<file path="src/rtl/priority_encoder3.sv">
// Registered 8-input fixed-priority encoder: reports the index of the highest
// asserted request line and whether any line is asserted, one cycle later.
module priority_encoder3 (
    input  logic       clk,
    input  logic       rst,
    input  logic       in0,
    input  logic       in1,
    input  logic       in2,
    input  logic       in3,
    input  logic       in4,
    input  logic       in5,
    input  logic       in6,
    input  logic       in7,
    output logic [2:0] num,
    output logic       any
);

    logic [7:0] req_s;
    logic [2:0] num_d;
    logic       any_d;
    logic [2:0] num_q;
    logic       any_q;

    // Highest set bit wins; an all-zero vector encodes to 0 and is told apart by any.
    function automatic logic [2:0] encode_hi(input logic [7:0] req);
        logic [2:0] idx;
        casez (req)
            8'b1???????: idx = 3'd7;
            8'b01??????: idx = 3'd6;
            8'b001?????: idx = 3'd5;
            8'b0001????: idx = 3'd4;
            8'b00001???: idx = 3'd3;
            8'b000001??: idx = 3'd2;
            8'b0000001?: idx = 3'd1;
            8'b00000001: idx = 3'd0;
            default:     idx = 3'd0;
        endcase
        return idx;
    endfunction

    assign req_s = {in7, in6, in5, in4, in3, in2, in1, in0};

    // Next-state encode of this cycle's sampled requests.
    always_comb begin
        num_d = encode_hi(req_s);
        any_d = |req_s;
    end

    // Single output register stage with synchronous reset.
    always_ff @(posedge clk) begin
        if (rst) begin
            num_q <= 3'd0;
            any_q <= 1'b0;
        end else begin
            num_q <= num_d;
            any_q <= any_d;
        end
    end

    assign num = num_q;
    assign any = any_q;

endmodule

</file>
<file path="config.mk">
export PLATFORM = sky130hd
export DESIGN_NAME = priority_encoder3
export DESIGN_NICKNAME = d
export VERILOG_FILES = /design/src/rtl/priority_encoder3.sv
export SDC_FILE = /design/constraint.sdc
export NUM_CORES = 1
export LEC_CHECK = 0
export ABC_AREA = 1
export CAP_MARGIN = 0
export CORE_AREA = 2 2 39 41
export DETAILED_ROUTE_END_ITERATION = 8
export DIE_AREA = 0 0 41 43
export GPL_TIMING_DRIVEN = 0
export PLACE_DENSITY_LB_ADDON = 0.05
export SETUP_SLACK_MARGIN = 0.4
export SYNTH_ARGS = -nofsm -noshare
export SYNTH_HDL_FRONTEND = slang
export SYNTH_SLANG_ARGS = --single-unit
</file>
<file path="constraint.sdc">
create_clock -name clk -period 1.4 [get_ports clk]
set_input_delay 0.21 -clock clk [delete_from_list [all_inputs] [get_ports clk]]
set_output_delay 0.21 -clock clk [all_outputs]
set_load 0.01 [all_outputs]
</file>
; After elaboration in Yosys (flattened, before gate mapping)
; Cells that the tools add are included.
[op_classes]
muxes = 1
eq_ne = 6
n_reduce_logical = 1
[ops]
columns = operator, count
row1 = $pmux 3 s7, 1
row2 = $reduce_or 8->1, 1
row3 = $eq 7x1->1 const B, 1
row4 = $eq 6x1->1 const B, 1
row5 = $eq 5x1->1 const B, 1
row6 = $eq 4x1->1 const B, 1
row7 = $eq 3x1->1 const B, 1
row8 = $eq 2x1->1 const B, 1
[word_totals]
output_inout_bits = 4
wordCells = 10
register_bits = 4

; Depth between registers and ports, before layout
[depth]
depth_word = 2
ltp_mapped = 6
mapped_depth_nobuf = 6

; Worst setup path before layout
; Ideal clock, no wire load.
[synth_timing]
path_kind = input to register
start = input in5
end = register any_q (netlist: any)
slack_ns = 0.720
path_stages = 3
n_path_buf = 0
arrival_time_ns = 0.557
setup_time_ns = 0.123
required_ns = 1.277
cell_sequence = nor2_1 > nor3b_2 > a21oi_1
[synth_via]
elab_chain_len = 1
[synth_lines]
columns = item, line_no
row1 = "start, declared", 11  ; input logic in5,
row2 = $reduce_or 8->1, 46  ; any_d = |req_s;
row3 = "end signal, assigned", 56  ; any_q <= any_d;
row4 = "end, declared", 22  ; logic any_q;
; No other way between the ends.
; A chain may end at the register's enable or synchronous reset.

; Worst setup path after layout
; Same ends and word-level chain as after synthesis.

==> results.cfg <==
[critical_path]
cp_slowest_cell = clkdlybuf4s50_1
worst-path-buf-inv = 1
critPathMaxStageDelay_ns = 0.45
crit_chain = clkdlybuf4s50_1 > nor2_1 > nor3b_2 > a21oi_1
arrival_ns = 1.08
cp-start-kind = primary input
endpoint_kind = flip-flop
path_max_fanout = 3
critPathTopFamily = buffers and inverters
critPathRequiredTime_ns = 1.51
critical_path_class = primary input to flip-flop

[routing]
detail-route-antenna-nets = 0
first_pass_iters = 1
wl_per_cell_microns = 7.43
viasPerCell = 3.48
vias = 202
drt_iter0_markers = 0
drc = 0
wirelength_microns = 431

[synthesis]
ys_seq_area_share_pct = 44.4
yosysTopAreaCellShare_pct = 44.4
ys_seq_elements = 4
syn-mean-instance-area_sq_um = 6.93
postSynthCellCount = 26
synth_area_leader_cell = dfxtp_1
syn_area_sq_um = 180
synth_cell_types = 8
synth_warnings = 0
syn_nets = 36
synth_area_leaders = dfxtp_1, nor2_1, a21oi_1, inv_1, nand2_1

[place]
placed_cell_area_sq_um = 330
place.port_buffers = 13
pre_cts_ws_ns = 0.168
gp_congestion = 0.712

[power_and_ir_drop]
p_int_uw = 254
pwr-share-clk_pct = 43.0
ir_drop_uv = 132
swShare_pct = 21.8
static-leakage-power_uw = 0.000185
pwr-share-seq_pct = 38.1
total_power_uw = 325
combPwrFrac_pct = 18.9
p_sw_uw = 70.7
powerDensity_mw_per_mm2 = 902

[floorplan]
ios = 14
die_w_microns = 41
die_area_sq_mm = 0.00176
dieHeight_microns = 43
row_count = 14
core_sq_mm = 0.00138
start_util_pct = 13.0

[finish]
drive_above_1_share_pct = 16.7
multi_input_area_sq_um = 86.3
n_antenna_cell = 0
final_nets = 54
syn_to_final_growth_pct = 100
fillers = 161
fin_area_sq_um = 360
utilization_pct = 26.0
ff_latch_area_sq_um = 80.1

[clocking]
cts_max_path_buffers = 2
postCtsSetupBuffers = 0
cts.sinks = 4
clk_pin_slew_ns = 0.03
postCtsHoldBufs = 0
cts-buffers-inserted = 3
cts-root-buf = clkbuf_4
htreeDepth = 1
cts_tree = built

[global_route]
grt.total_usage_pct = 6.31
grt_max_degree = 5
overflow = 0
grt_pass1_wl_microns = 676
antenna_found_initial = 0
grt_pass1_vias = 193

[timing]
clock.fmax_mhz = 1030
hold_viol = 0
post-route-min-period_ns = 0.969
finalSetupViolCount = 0
setup_tns_ns = 0
slew_violations = 0
worst_pin_slew_ns = 0.175
rsz0062_at_grt = yes
max_slew_margin_pct = 88.3
final_min_period_over_clock_period_pct = 69.2
timing.final.ws_setup_ns = 0.431

[run]
cap_violations = 0

[hold_path]
min_path_type = primary input to flip-flop

[outcome]
status = finished, final reports clean
==> what timing repair did <==
| item | in CTS | in global routing |
|---|---|---|
| endpoints found under the setup margin | 4 | 3 |
| gates resized for setup | 8 | 5 |
| pin swaps | 0 | 1 |
==> cells in the mapped netlist <==
library cell  n
dfxtp_1       4
nand2_1       4
nor3_1        1
a21oi_1       4
nor3b_2       1
nor2_2        1
nor2_1        6
inv_1         5
==> path summary, 6_finish.rpt <==
kind,start,end,depth (start not counted)
min,in1,any$_SDFF_PP0_,3
max,in5,any$_SDFF_PP0_,4
==> tightest hold or removal path: stages <==
cell            delay (ns)
dlymetal6s2s_1        0.12
nor3_2                0.05
a21oi_1               0.12
==> flip-flops by register name, summed over array words and instances, names as in the netlist <==
name,count
any,1
num,3
==> layout by cell type, fill, tap and decap left out, drive strengths merged <==
cell,count
inv,5
clkbuf,4
nor3,1
dfxtp,4
nor3b,1
clkdlybuf4s50,6
nor2,7
dlymetal6s2s,3
clkdlybuf4s15,3
a21oi,4
nand2,4
==> kinds of logic after synthesis <==
logic type | count (synthesis) | share of synthesized area [%]
compound gates | 4 | 11.1
buf+inv | 5 | 10.4
flops | 4 | 44.4
simple gates | 13 | 34.0
==> power groups by stage <==
stage | Clock (uW) | Sequential (uW) | Combinational (uW)
6_report | 140 | 124 | 61.5
2_1_floorplan | 0 | 130 | 15.3
5_1_grt | 155 | 124 | 68.7
3_5_place_dp | 0 | 126 | 66.9
3_3_place_gp | 0 | 125 | 67.5
4_1_cts | 151 | 124 | 63.5
==> cell type report <==
type / instances / share of cell area (%)
clock buffer: 3 / 6.25
inverter: 5 / 5.21
multi-input combinational: 17 / 24.0
sequential: 4 / 22.2
tap: 16 / 5.56
timing repair buffer: 13 / 36.8
==> per-stage QoR <==
stage / instances / hold WS [ns]
4_1_cts: 58 / 0.592
6_report: 58 / 0.310
3_5_place_dp: 55 / 0.840
3_3_place_gp: 55 / 0.849
2_1_floorplan: 26 / 0.279
5_1_grt: 58 / 0.348
==> layer usage <==
| layer | GRT usage, % | wire (microns) | part of all wire (%) |
|---|---|---|---|
| met5 | 0 | 0 | 0 |
| met4 | 10.0 | 0 | 0 |
| met3 | 1.57 | 61 | 14 |
| met2 | 8.75 | 204 | 47 |
| met1 | 5.43 | 165 | 38 |
Power figures use the tool's default switching activity.
